## config.mk

```make
export PLATFORM = sky130hd
export DESIGN_NAME = afisaj_7seg_mux
export DESIGN_NICKNAME = d
export VERILOG_FILES = /design/src/rtl/afisaj_7seg_mux.sv
export SDC_FILE = /design/constraint.sdc
export NUM_CORES = 1
export LEC_CHECK = 0
export ABC_AREA = 1
export BUFFER_PORTS_ARGS = -buffer_cell sky130_fd_sc_hd__buf_4
export CORE_UTILIZATION = 35
export DETAILED_ROUTE_END_ITERATION = 6
export SLEW_MARGIN = 5
export SYNTH_ARGS = -nofsm -noshare
export SYNTH_HDL_FRONTEND = slang
export SYNTH_SLANG_ARGS = --single-unit
```

## constraint.sdc

```tcl
create_clock -name clk_out -period 2.2 [get_ports clk_out]
set_clock_uncertainty 0.2 [all_clocks]
set_input_delay 0.33 -clock clk_out [delete_from_list [all_inputs] [get_ports clk_out]]
set_output_delay 0.33 -clock clk_out [all_outputs]
set_load 0.02 [all_outputs]
```

## src/rtl/afisaj_7seg_mux.sv

```systemverilog
// Four-digit common-anode 7-segment scanner for the stopwatch: per-frame input
// snapshot, leading-minute blanking, minutes/seconds dot and pause blinking.
module afisaj_7seg_mux #(
  parameter int SCAN_DIV     = 4,
  parameter int BLINK_FRAMES = 8,
  parameter int BLANK_LEAD   = 1
) (
  input  logic       clk_out,
  input  logic       reset,
  input  logic [3:0] MIN_BCD1,
  input  logic [3:0] MIN_BCD0,
  input  logic [3:0] SEC_BCD1,
  input  logic [3:0] SEC_BCD0,
  input  logic       pauza,
  output logic [3:0] anod,
  output logic [6:0] catod,
  output logic       dp
);

  localparam int PW = $clog2(SCAN_DIV);
  localparam int FW = (BLINK_FRAMES > 1) ? $clog2(BLINK_FRAMES) : 1;

  typedef struct packed {
    logic [3:0] min1;
    logic [3:0] min0;
    logic [3:0] sec1;
    logic [3:0] sec0;
  } snap_t;

  logic [PW-1:0] pre_q, pre_d;
  logic [1:0]    idx_q, idx_d;
  logic [FW-1:0] fcnt_q, fcnt_d;
  logic          blink_on_q, blink_on_d;
  snap_t         snap_q, snap_d;
  logic [3:0]    anod_q, anod_d;
  logic [6:0]    catod_q, catod_d;
  logic          dp_q, dp_d;

  logic          slot_end, frame_start, frame_end, lit;
  logic [3:0]    digit;

  function automatic logic [6:0] seg7(input logic [3:0] v);
    case (v)
      4'd0:    seg7 = 7'b1000000;
      4'd1:    seg7 = 7'b1111001;
      4'd2:    seg7 = 7'b0100100;
      4'd3:    seg7 = 7'b0110000;
      4'd4:    seg7 = 7'b0011001;
      4'd5:    seg7 = 7'b0010010;
      4'd6:    seg7 = 7'b0000010;
      4'd7:    seg7 = 7'b1111000;
      4'd8:    seg7 = 7'b0000000;
      4'd9:    seg7 = 7'b0010000;
      default: seg7 = 7'b0111111;
    endcase
  endfunction

  assign slot_end    = (pre_q == PW'(SCAN_DIV - 1));
  assign frame_start = (pre_q == '0) && (idx_q == 2'd0);
  assign frame_end   = slot_end && (idx_q == 2'd3);

  // NOTE: every always_comb target gets a default first so no latch is inferred.
  always_comb begin
    pre_d      = slot_end ? '0 : pre_q + 1'b1;
    idx_d      = slot_end ? idx_q + 2'd1 : idx_q;
    snap_d     = frame_start ? snap_t'{MIN_BCD1, MIN_BCD0, SEC_BCD1, SEC_BCD0} : snap_q;
    fcnt_d     = fcnt_q;
    blink_on_d = blink_on_q;
    if (!pauza) begin
      fcnt_d     = '0;
      blink_on_d = 1'b1;
    end else if (frame_end) begin
      if (fcnt_q == FW'(BLINK_FRAMES - 1)) begin
        fcnt_d     = '0;
        blink_on_d = ~blink_on_q;
      end else begin
        fcnt_d = fcnt_q + 1'b1;
      end
    end
  end

  // Decode from the snapshot being latched so digit 0 never shows a stale frame.
  always_comb begin
    digit = snap_d.sec0;
    case (idx_q)
      2'd0: digit = snap_d.sec0;
      2'd1: digit = snap_d.sec1;
      2'd2: digit = snap_d.min0;
      2'd3: digit = snap_d.min1;
      default: digit = snap_d.sec0;
    endcase
    lit = blink_on_q &&
          !((BLANK_LEAD != 0) && (idx_q == 2'd3) && (snap_d.min1 == 4'd0));
    anod_d  = 4'b1111;
    catod_d = 7'h7F;
    dp_d    = 1'b1;
    if (lit) begin
      anod_d  = ~(4'b0001 << idx_q);
      catod_d = seg7(digit);
      dp_d    = (idx_q != 2'd2);
    end
  end

  // NOTE: sequential state uses non-blocking assignments only; the snapshot is
  // a handful of flops, so it is reset along with everything else.
  always_ff @(posedge clk_out or posedge reset) begin
    if (reset) begin
      pre_q      <= '0;
      idx_q      <= 2'd0;
      fcnt_q     <= '0;
      blink_on_q <= 1'b1;
      snap_q     <= '0;
      anod_q     <= 4'b1111;
      catod_q    <= 7'h7F;
      dp_q       <= 1'b1;
    end else begin
      pre_q      <= pre_d;
      idx_q      <= idx_d;
      fcnt_q     <= fcnt_d;
      blink_on_q <= blink_on_d;
      snap_q     <= snap_d;
      anod_q     <= anod_d;
      catod_q    <= catod_d;
      dp_q       <= dp_d;
    end
  end

  assign anod  = anod_q;
  assign catod = catod_q;
  assign dp    = dp_q;

endmodule
```

==> Implementation_results.wiki, run 1 <==
{| class="wikitable"
! Metric !! Value
|-
| Highest Clock Rate || around 480 MHz
|-
| Comb pwr share || 12.4%
|-
| Outcome || finished, final reports clean
|-
| Site row count || 26
|-
| Area Overhead vs Synth || 37.3%
|-
| Core area || ~5200 um2
|-
| Synthesized area per cell || approximately 8.6 um2
|-
| Register area || roughly 900 um2
|-
| Ratio of cells with drive above 1 in the final layout || around two fifths
|-
| Buffers on Ports || 30
|-
| Post-Synth Adder-Cell Area || 9.76%
|-
| Number of buffers inserted during clock tree synthesis || 5
|-
| Final number of hold-violating endpoints || 0
|-
| Post-Syn Area || 1920 um2
|-
| Flip-flop and latch count after synthesis || 35
|-
| Most common cell after layout, fill and taps aside || sky130_fd_sc_hd__buf_4
|-
| Most numerous cell on the critical path || sky130_fd_sc_hd__nand3_1
|-
| Number of antenna violations at the first check in global routing || 0
|-
| Clock tree from TritonCTS || built
|-
| Largest net degree at the start of global routing || 36
|-
| Number of distinct library cells after synthesis || 25
|-
| # fillers || between 500 and 600
|-
| Routability-driven placement congestion ratio || ~0.83
|-
| Iteration-0 DRC count of the detailed router || 80
|-
| TritonCTS Sinks || 35
|-
| Sequential share of power || 50.8%
|-
| Global-route wire length before repair || a little under 7000 um
|-
| Detail Placement HPWL || 2920 um
|-
| Max-capacitance violation count || 0
|-
| Number of warnings reported in the yosys synthesis log || 0
|-
| Required arrival time at the worst endpoint || roughly 2.2 ns
|-
| Clock slew at the register clock pins of the worst setup and hold paths || approximately 0.070 ns
|-
| Sequential share of the synthesized area || between 40% and 50%
|-
| Number of setup violations in the final report || 0
|-
| Post-synthesis simple-gate area fraction || between 20% and 30%
|-
| Fraction of synthesized cell area in xor and xnor cells || less than 1%
|-
| List of cells traversed by the critical path || inv_2 > ha_4 > nand2_8 > buf_12 > nand2_1 > nand3_2 > nand2_2 > o21bai_4 > ha_1 > nand3_1 > nand3_1 > nand3_1
|-
| Worst setup timing slack at the placement stage || -0.0805 ns
|-
| Crit path launch type || flip-flop
|-
| Normalized max-slew margin || roughly 70%
|-
| Largest incremental delay on the critical path || between 0.3 and 0.4 ns
|-
| Top post-synthesis cells by area || sky130_fd_sc_hd__dfrtp_1, sky130_fd_sc_hd__dfstp_2, sky130_fd_sc_hd__nand2_1
|-
| Power density relative to cell area || just over 500 nW/um2
|-
| Worst ir drop on vdd || approximately 0.24 mV
|-
| Pins Over Slew Limit || 0
|-
| Post-layout net count || ~310
|-
| Standby leakage power || 0.00135 uW
|-
| Total via count after detailed routing || ~1600
|-
| Number of optimization iterations in the first detailed-route pass || 4
|-
| Gate count after technology mapping || roughly 220
|-
| Post-synth top area cell || sky130_fd_sc_hd__dfrtp_1
|-
| Initial Utilization || 36.9%
|-
| Worst path top cell family by delay || simple AND/OR/NAND/NOR gates
|-
| Clock latency at the later pin of the worst-skew pair || 0.28 ns
|-
| Deepest level of the CTS H-tree || 2
|-
| Die Footprint || 5800 um2
|-
| Crit path time final || 2.08 ns
|-
| Category of the most critical setup path || flip-flop to flip-flop
|-
| Die Span X || about 76 um
|-
| Fraction of post-synthesis cell area in the top cell type by area || 29.9%
|-
| Commonest non-fill, non-tap cells in the layout || sky130_fd_sc_hd__buf_4, sky130_fd_sc_hd__nand2_1, sky130_fd_sc_hd__nand3_1
|-
| Cell with the largest stage delay on the worst path || sky130_fd_sc_hd__dfrtp_1
|-
| CP bufs+invs || 2
|-
| Crit share post-route || 94.4%
|-
| Internal power || approximately 1000 uW
|-
| Maximum fanout encountered on the critical timing path || 7
|-
| Overall fraction of global-route tracks in use || roughly 15%
|-
| Crit path DAT || between 2 and 2.5 ns
|-
| Antenna Violating Nets Remaining || 0
|-
| # diodes || 0
|-
| Accumulated negative setup slack || 0 ns
|-
| Capturing element type of the critical path || flip-flop
|-
| Share of the core filled with cells in the final layout || 50.7%
|-
| Height of the chip || 76.1 um
|-
| Drt total wl || ~4000 um
|-
| Slew at the pin closest to its max-slew limit || 0.443 ns
|-
| Total congestion overflow || 0
|-
| Total I/O pin count || 31
|-
| Drc violations || 0
|-
| Synth Area in Compound Gates || approximately 6.6%
|-
| Footprint of the multi-input gates || 983 um2
|-
| Mux cell area share after synthesis || 0%
|-
| Share of total power in the clock network || 36.8%
|-
| Per-cell via count in the routed design || 4.44
|-
| Setup slack of the critical path after layout || around 0.12 ns
|-
| Root Buffer || sky130_fd_sc_hd__clkbuf_8
|-
| Main combinational cell family by area after synthesis || simple AND/OR/NAND/NOR gates
|-
| Drt wl/cell || ~12 um
|-
| Switching power || roughly 320 uW
|-
| Number of nets in the synthesized netlist || 257
|-
| Net switching fraction of the power || 23.3%
|-
| Number of global-route vias before repair || ~1500
|-
| Class of the tightest hold or removal check || input port to flip-flop
|-
| Maximum root-to-sink buffer count || 2
|}
[repair_timing]
action	4_1_cts	5_1_grt
hold endpoints to repair	23	0
setup buffers	0	5
pin swaps	2	10
resized for setup	4	29
cloned	0	1
endpoints found under the setup margin	5	7
hold buffers	1	0
[metal layers]
layer  wire length [um]  track usage [%]  up-vias  share of wire, %
li1                   -                -      808                 -
met1               1970             18.8      708                49
met2               1850             23.9       38                46
met3                193             4.55        5               4.8
met4                 42             6.73        0               1.0
met5                  0                0        -                 0
[cell families (layout without fill, tap and decap cells)]
group	Yosys count	count (layout)
xor+xnor	1	1
compound gates	16	16
fa+ha+maj	15	15
flops	35	35
buf+inv	39	97
simple gates	117	117
[flip-flops by register name, summed over array words and instances (netlist names)]
name / flops
blink_on_q: 1
pre_q: 2
catod: 7
fcnt_q: 3
idx_q: 2
anod: 4
snap_q: 16
[metrics by stage]
| stage | hold slack (ns) | instances | instance area [um2] | total power [uW] |
|---|---|---|---|---|
| 3_3_place_gp | 0.263 | 336 | 2360 | 864 |
| 4_1_cts | 0.0286 | 345 | 2480 | 1380 |
| 6_report | 0.0440 | 351 | 2640 | 1370 |
| 3_5_place_dp | 0.267 | 336 | 2360 | 866 |
| 5_1_grt | 0.0314 | 351 | 2640 | 1440 |
| 2_1_floorplan | 0.202 | 223 | 1940 | 796 |
[final cells by class]
| cell class | count | area share [%] |
|---|---|---|
| multi-input combinational | 149 | 37.3 |
| sequential | 35 | 33.7 |
| timing repair buffer | 55 | 16.9 |
| inverter | 34 | 5.02 |
| clock buffer | 8 | 3.79 |
| tap | 70 | 3.32 |
[path summary, 6_finish.rpt]
| path | slack, ns | cells past startpoint | startpoint | to |
|---|---|---|---|---|
| worst max-delay path | 0.12 | 12 | idx_q[1]$_DFFE_PP0P_ | catod[3]$_DFF_PP1_ |
| worst min-delay path | 0.04 | 2 | pauza | blink_on_q$_DFFE_PP1P_ |
| worst max register to register | 0.12 | 12 | idx_q[1]$_DFFE_PP0P_ | catod[3]$_DFF_PP1_ |
| worst min register to register | 0.29 | 1 | fcnt_q[0]$_DFFE_PP0P_ | fcnt_q[0]$_DFFE_PP0P_ |
| max in group asynchronous | 0.94 | 4 | reset | catod[1]$_DFF_PP1_ |
| min in group asynchronous | 0.50 | 4 | reset | fcnt_q[0]$_DFFE_PP0P_ |
[power groups by stage]
stage	sequential (uW)	clock (uW)	combinational, uW
after CTS	693	522	165
after global placement	704	0	160
after detailed placement	705	0	161
after global routing	696	555	192
after floorplan	718	0	78.0
final	693	503	170
[cell usage after synthesis (all sizes together)]
cell,instances
dfstp,12
buf,4
o21a,6
a21oi,3
a31oi,1
inv,34
clkbuf,1
o21ai,3
o21bai,3
dfrtp,23
ha,15
nand2,69
nor2,10
nand3,34
and2,2
nand3b,2
xor2,1
No activity file was read; power rests on OpenSTA's default activity.
==> run 2: changes to the inputs <==
==> constraint.sdc (replaced) <==
create_clock -name clk_out -period 1.74 [get_ports clk_out]
set_clock_uncertainty 0.2 [all_clocks]
set_input_delay 0.261 -clock clk_out [delete_from_list [all_inputs] [get_ports clk_out]]
set_output_delay 0.261 -clock clk_out [all_outputs]
set_load 0.02 [all_outputs]
==> run 2 against run 1 <==
  * The flow now finishes with violations (negative hold slack, negative setup slack)
  * First-iteration DRC count decreased by 15%
  * Worst setup slack lost 0.43 ns
  * Critical path depth grew 1
  * Clock power rose by 14%
  * Global-route usage grew 2.6 points
  * Wire length increased by 14%
  * Register-to-register slack worse by 0.43 ns
  * Count of clock-buffer cells in the layout is 1 lower
  * Combinational power is 59% higher
  * Design area up 16%
  * Core utilization is 8.1 points higher
  * Critical path type unchanged
==> Implementation_results.wiki, run 2 (synthesis gave the netlist of run 1 again) <==
{| class="wikitable"
! Metric !! Value
|-
| Global-route track usage on met1 || 21.8%
|-
| Most common cell after layout, fill and taps aside || sky130_fd_sc_hd__buf_4
|-
| Number of setup violations in the final report || 11
|-
| Largest reg by FF count || snap_q
|-
| Cell with the largest stage delay on the worst path || sky130_fd_sc_hd__dfrtp_1
|-
| Number of buffers inserted during clock tree synthesis || 5
|-
| Unrepaired setup endpoints after global routing || yes
|-
| TritonCTS Sinks || 35
|-
| Number of optimization iterations in the first detailed-route pass || 4
|-
| Maximum fanout encountered on the critical timing path || 5
|-
| Smallest hold slack || -0.00494 ns
|-
| Worst ir drop on vdd || between 0.3 and 0.4 mV
|-
| Iteration-0 DRC count of the detailed router || 68
|-
| Drc violations || 0
|-
| Footprint of the multi-input gates || roughly 1200 um2
|-
| Deepest level of the CTS H-tree || 2
|-
| Category of the most critical setup path || flip-flop to flip-flop
|-
| Crit path DAT || approximately 2.1 ns
|-
| Global-route wire length before repair || just under 8000 um
|-
| Worst setup timing slack at the placement stage || -0.446 ns
|-
| Normalized max-slew margin || 70.3%
|-
| Max-capacitance violation count || 0
|-
| Clock tree from TritonCTS || built
|-
| Core area || approximately 5200 um2
|-
| Slew at the pin closest to its max-slew limit || between 0.4 and 0.5 ns
|-
| # diodes || 0
|-
| Highest Clock Rate || 488 MHz
|-
| Design area || 3060 um2
|-
| Final number of hold-violating endpoints || 1
|-
| Placed cell areas || about 2600 um2
|-
| Largest incremental delay on the critical path || approximately 0.39 ns
|-
| Initial Utilization || 36.9%
|-
| Standby leakage power || between 0.0015 and 0.002 uW
|-
| List of cells traversed by the critical path || inv_2 > ha_4 > nand2_4 > inv_4 > nand2_2 > nand2_4 > nor2_4 > buf_4 > nor2_4 > ha_2 > nand3_1 > nand3_1 > nand2_1
|-
| Drt total wl || 4630 um
|-
| Site row count || 26
|-
| Post-layout net count || about 350
|-
| Clock slew at the register clock pins of the worst setup and hold paths || 0.08 ns
|-
| Flip-flop count of the largest register after layout || 16
|-
| Failing checks || negative hold slack, negative setup slack
|-
| Commonest non-fill, non-tap cells in the layout || sky130_fd_sc_hd__buf_4, sky130_fd_sc_hd__nand2_1, sky130_fd_sc_hd__inv_1
|-
| Share of the core filled with cells in the final layout || 58.9%
|-
| Outcome || complete, but fails checks
|-
| Layer carrying the most global-route usage || met2
|-
| Number of global-route vias before repair || between 1500 and 2000
|-
| Per-cell via count in the routed design || approximately 4.5
|-
| Total congestion overflow || 0
|-
| Root Buffer || sky130_fd_sc_hd__clkbuf_8
|-
| Die Footprint || ~5800 um2
|-
| # fillers || 453
|-
| Number of antenna violations at the first check in global routing || 0
|-
| Drt wl/cell || 12.0 um
|-
| Total I/O pin count || 31
|-
| Area Overhead vs Synth || 59.3%
|-
| Clock latency at the later pin of the worst-skew pair || around 0.30 ns
|-
| Required arrival time at the worst endpoint || ~1.8 ns
|-
| Total via count after detailed routing || approximately 1700
|-
| Routability-driven placement congestion ratio || 0.849
|-
| Buffers on Ports || 30
|-
| Ratio of cells with drive above 1 in the final layout || a little over half
|-
| Crit share post-route || 118%
|-
| Met2 Usage GRT || 29.9%
|-
| Overall fraction of global-route tracks in use || around 18%
|-
| Pins Over Slew Limit || 0
|-
| Antenna Violating Nets Remaining || 0
|-
| Capturing element type of the critical path || flip-flop
|-
| Power density relative to cell area || ~560 nW/um2
|-
| Class of the tightest hold or removal check || input port to flip-flop
|-
| Detail Placement HPWL || roughly 3100 um
|-
| Total power || 1720 uW
|-
| GR Layer Usage met3 || 4.19%
|-
| Height of the chip || roughly 76 um
|-
| Maximum root-to-sink buffer count || 2
|-
| Crit path launch type || flip-flop
|-
| Register area || approximately 900 um2
|-
| Accumulated negative setup slack || -2.61 ns
|-
| Crit path time final || between 2 and 2.5 ns
|-
| Die Span X || around 76 um
|-
| Setup slack of the critical path after layout || -0.308 ns
|-
| Largest net degree at the start of global routing || 36
|}
## run 2: cell type report
cell class | instances | share of cell area, %
timing repair buffer | 87 | 22.6
sequential | 35 | 29.1
clock inverter | 1 | 0.163
inverter | 34 | 4.65
multi-input combinational | 150 | 37.8
clock buffer | 7 | 2.49
tap | 70 | 2.86
timing repair inverter | 2 | 0.408
## run 2: timing repair
action	CTS	global route
hold buffers	8	0
gates resized for setup	38	28
pin swaps	15	17
buffers inserted	8	2
endpoints found under the hold margin	31	0
endpoints found under the setup margin	11	12
cloned	2	1
## run 2: worst max-delay path: cells and delay by family, from the launching register on
| family | cells | cell delay, ns |
|---|---|---|
| buffers and inverters | 3 | 0.31 |
| AND/OR/NAND/NOR | 8 | 0.66 |
| adder cells (fa/ha/maj) | 2 | 0.42 |
| flip-flops | 1 | 0.39 |
## run 2: path summary, 6_finish.rpt
kind | cells past startpoint | from | slack (ns) | to
setup / recovery | 13 | idx_q[1]$_DFFE_PP0P_ | -0.31 | catod[4]$_DFF_PP1_
hold / removal | 3 | SEC_BCD0[0] | -0.005 | snap_q[0]$_DFF_PP0_
setup reg to reg | 13 | idx_q[1]$_DFFE_PP0P_ | -0.31 | catod[4]$_DFF_PP1_
hold reg to reg | 2 | snap_q[0]$_DFF_PP0_ | 0.28 | snap_q[0]$_DFF_PP0_
max in group asynchronous | 4 | reset | 0.56 | catod[1]$_DFF_PP1_
min in group asynchronous | 4 | reset | 0.42 | fcnt_q[0]$_DFFE_PP0P_
## run 2: metrics by stage
stage | instances | hold slack, ns
floorplan | 223 | 0.133
global placement | 357 | 0.197
detailed placement | 357 | 0.200
CTS | 383 | -0.00607
global route | 386 | 0.00247
finish | 386 | -0.00494
## run 2: routing by layer
| metal | vias up | share of wire [%] |
|---|---|---|
| li1 | 885 | - |
| met1 | 813 | 44 |
| met2 | 34 | 50 |
| met3 | 7 | 3.8 |
| met4 | 0 | 1.9 |
| met5 | - | 0 |
## run 2: report_power, final
part / total, uW / internal (uW) / switching [uW]
clock: 573 / 281 / 293
combinational: 271 / 136 / 135
sequential: 877 / 862 / 14.9
total: 1720 / 1280 / 443
==> run 3: changes to the inputs <==
--- a/config.mk
+++ b/config.mk
@@ -9,6 +9,7 @@
 export BUFFER_PORTS_ARGS = -buffer_cell sky130_fd_sc_hd__buf_4
 export CORE_UTILIZATION = 35
 export DETAILED_ROUTE_END_ITERATION = 6
+export REMOVE_ABC_BUFFERS = 1
 export SLEW_MARGIN = 5
 export SYNTH_ARGS = -nofsm -noshare
 export SYNTH_HDL_FRONTEND = slang
==> constraint.sdc (replaced) <==
create_clock -name clk_out -period 2.45 [get_ports clk_out]
set_clock_uncertainty 0.2 [all_clocks]
set_input_delay 0.3675 -clock clk_out [delete_from_list [all_inputs] [get_ports clk_out]]
set_output_delay 0.3675 -clock clk_out [all_outputs]
set_load 0.02 [all_outputs]
==> run 3 against run 2 <==
  * The flow now finishes without violations
  * Worst setup slack improved by 0.48 ns
  * Flip-flop and latch count unchanged
  * Non-clock buffer count fell by 49
  * Worst hold slack better by 0.097 ns
  * Sequential share of layout area grew 8.6 points
  * Die area unchanged
  * Fmax fell by 10%
  * Final cell count decreased by 13%
  * Combinational power shrank 47%
  * Highest routed layer unchanged
==> Implementation_results.wiki, run 3 (synthesis gave the netlist of run 1 again) <==
{| class="wikitable"
! Metric !! Value
|-
| Outcome || finished, final reports clean
|-
| Total I/O pin count || 31
|-
| TritonCTS Sinks || 35
|-
| Hold worst-path end || snap_q[1]$_DFF_PP0_
|-
| Reg-to-Reg Start || idx_q[1]$_DFFE_PP0P_
|-
| Placed cell areas || around 2200 um2
|-
| Switching power || ~300 uW
|-
| Total instance count after detailed placement || between 300 and 400
|-
| Iteration-0 DRC count of the detailed router || 76
|-
| Site row count || 26
|-
| Standby leakage power || between 0.001 and 0.0015 uW
|-
| Maximum root-to-sink buffer count || 2
|-
| Die Footprint || approximately 5800 um2
|-
| Crit path DAT || about 2.3 ns
|-
| Die Span X || 76.1 um
|-
| Per-cell via count in the routed design || approximately 4.4
|-
| Pins Over Slew Limit || 0
|-
| Most common cell after layout, fill and taps aside || sky130_fd_sc_hd__nand2_1
|-
| Total via count after detailed routing || roughly 1500
|-
| Comb pwr share || about an eighth
|-
| Share of the core filled with cells in the final layout || 45.4%
|-
| Drc violations || 0
|-
| Count of cells along the worst register-to-register path || 12
|-
| Number of buffers inserted during clock tree synthesis || 5
|-
| Crit share post-route || between 90% and 100%
|-
| Category of the most critical setup path || flip-flop to flip-flop
|-
| Largest net degree at the start of global routing || 36
|-
| Normalized max-slew margin || 70.2%
|-
| End of the worst register-to-register path || catod[3]$_DFF_PP1_
|-
| Number of non-filler instances in the completed layout || around 330
|-
| Highest Clock Rate || 440 MHz
|-
| Detail Placement HPWL || roughly 2800 um
|-
| Worst ir drop on vdd || about 0.22 mV
|-
| Ratio of cells with drive above 1 in the final layout || 29.5%
|-
| Number of optimization iterations in the first detailed-route pass || 4
|-
| Buffers on Ports || 30
|-
| Sequential share of power || between 50% and 60%
|-
| Clock tree from TritonCTS || built
|-
| Post-layout net count || 297
|-
| Global-route wire length before repair || between 6000 and 7000 um
|-
| Max-capacitance violation count || 0
|-
| Number of global-route vias before repair || 1448
|-
| Overall fraction of global-route tracks in use || between 10% and 20%
|-
| Antenna Violating Nets Remaining || 0
|-
| Routability-driven placement congestion ratio || ~0.81
|-
| # fillers || 546
|-
| Final number of hold-violating endpoints || 0
|-
| FF-to-FF setup slack || 0.18 ns
|-
| Slew at the pin closest to its max-slew limit || roughly 0.45 ns
|-
| Footprint of the multi-input gates || ~880 um2
|-
| Clock slew at the register clock pins of the worst setup and hold paths || approximately 0.08 ns
|-
| Crit path launch type || flip-flop
|-
| # diodes || 0
|-
| Height of the chip || roughly 76 um
|-
| Internal power || a little under 900 uW
|-
| Maximum fanout encountered on the critical timing path || 8
|-
| Share of total power in the clock network || between 30% and 40%
|-
| Drt wl/cell || 11.5 um
|-
| Total congestion overflow || 0
|-
| Setup slack of the critical path after layout || 0.175 ns
|-
| Net switching fraction of the power || around 25%
|-
| Required arrival time at the worst endpoint || approximately 2.5 ns
|-
| Class of the tightest hold or removal check || input port to flip-flop
|-
| Crit path time final || between 2 and 2.5 ns
|-
| Initial Utilization || 36.9%
|-
| Worst setup timing slack at the placement stage || 0.0877 ns
|-
| Root Buffer || sky130_fd_sc_hd__clkbuf_8
|-
| Origin of the worst min-delay path || SEC_BCD0[1]
|-
| Area Overhead vs Synth || 22.8%
|-
| Power density relative to cell area || ~500 nW/um2
|-
| Core area || roughly 5200 um2
|-
| Commonest non-fill, non-tap cells in the layout || sky130_fd_sc_hd__nand2_1, sky130_fd_sc_hd__buf_4, sky130_fd_sc_hd__inv_1, sky130_fd_sc_hd__nand3_1, sky130_fd_sc_hd__dfrtp_1
|-
| Clock latency at the later pin of the worst-skew pair || between 0.2 and 0.3 ns
|-
| Register area || 891 um2
|-
| Capturing element type of the critical path || flip-flop
|-
| Number of setup violations in the final report || 0
|-
| Deepest level of the CTS H-tree || 2
|-
| Drt total wl || approximately 3800 um
|-
| Hold Path Depth || 3
|-
| Number of antenna violations at the first check in global routing || 0
|-
| Flip-flop count of the largest register after layout || 16
|-
| Design area || around 2400 um2
|-
| Largest reg by FF count || snap_q
|}
[run 3: area by class of cell]
type | instances | area share (%)
inverters | 34 | 5.51
repair buffers | 38 | 12.2
clock buffers | 7 | 3.23
multi-input cells | 149 | 37.4
well taps | 70 | 3.71
clock inverters | 1 | 0.212
flip-flops and latches | 35 | 37.7
[run 3: stage by stage]
step / TNS (ns) / total power (uW) / hold slack, ns
finish: 0 / 1170 / 0.0921
global route: -0.0229 / 1230 / 0.0889
CTS: 0 / 1180 / 0.0817
detailed placement: 0 / 773 / 0.260
global placement: 0 / 772 / 0.252
floorplan: 0 / 715 / 0.232
[run 3: per-layer routing]
layer,track usage [%],vias to the layer above,wire [um]
met4,5.19,0,53
met5,0,-,0
met2,25.2,21,1840
met1,18.1,669,1820
li1,-,776,-
met3,4.31,6,125
[run 3: how the worst max path moves through the flow]
stage / end / from / slack, ns / cells past startpoint
2_1_floorplan: catod[6]$_DFF_PP1_ / idx_q[0]$_DFFE_PP0P_ / 0.05 / 14
3_3_place_gp: catod[3]$_DFF_PP1_ / idx_q[0]$_DFFE_PP0P_ / 0.14 / 12
3_5_place_dp: catod[3]$_DFF_PP1_ / idx_q[0]$_DFFE_PP0P_ / 0.09 / 12
4_1_cts: catod[3]$_DFF_PP1_ / idx_q[0]$_DFFE_PP0P_ / 0.07 / 12
5_1_grt: catod[0]$_DFF_PP1_ / idx_q[0]$_DFFE_PP0P_ / -0.01 / 14
6_report: catod[3]$_DFF_PP1_ / idx_q[1]$_DFFE_PP0P_ / 0.18 / 12
[run 3: power by group through the flow]
| stage | registers, uW | logic (uW) | clock network (uW) |
|---|---|---|---|
| floorplan | 645 | 70.0 | 0 |
| global route | 626 | 163 | 444 |
| global placement | 632 | 139 | 0 |
| CTS | 622 | 142 | 417 |
| detailed placement | 632 | 141 | 0 |
| finish | 622 | 143 | 405 |
[run 3: worst max-delay path, stage by stage, from the launching register on]
cell	delay (ns)
sky130_fd_sc_hd__dfrtp_1	0.40
sky130_fd_sc_hd__inv_1	0.12
sky130_fd_sc_hd__ha_1	0.20
sky130_fd_sc_hd__nand2_2	0.10
sky130_fd_sc_hd__buf_4	0.19
sky130_fd_sc_hd__nand2_1	0.08
sky130_fd_sc_hd__nand2_2	0.06
sky130_fd_sc_hd__nor2_1	0.15
sky130_fd_sc_hd__o21bai_4	0.18
sky130_fd_sc_hd__ha_1	0.26
sky130_fd_sc_hd__nand3_1	0.10
sky130_fd_sc_hd__nand3_1	0.09
sky130_fd_sc_hd__nand3_1	0.08
[run 3: timing repair]
item                       CTS  global route
setup endpoints to repair    0             7
buffers inserted             0             2
hold buffers                 1             0
gates resized for setup      0             7
hold endpoints to repair    13             0
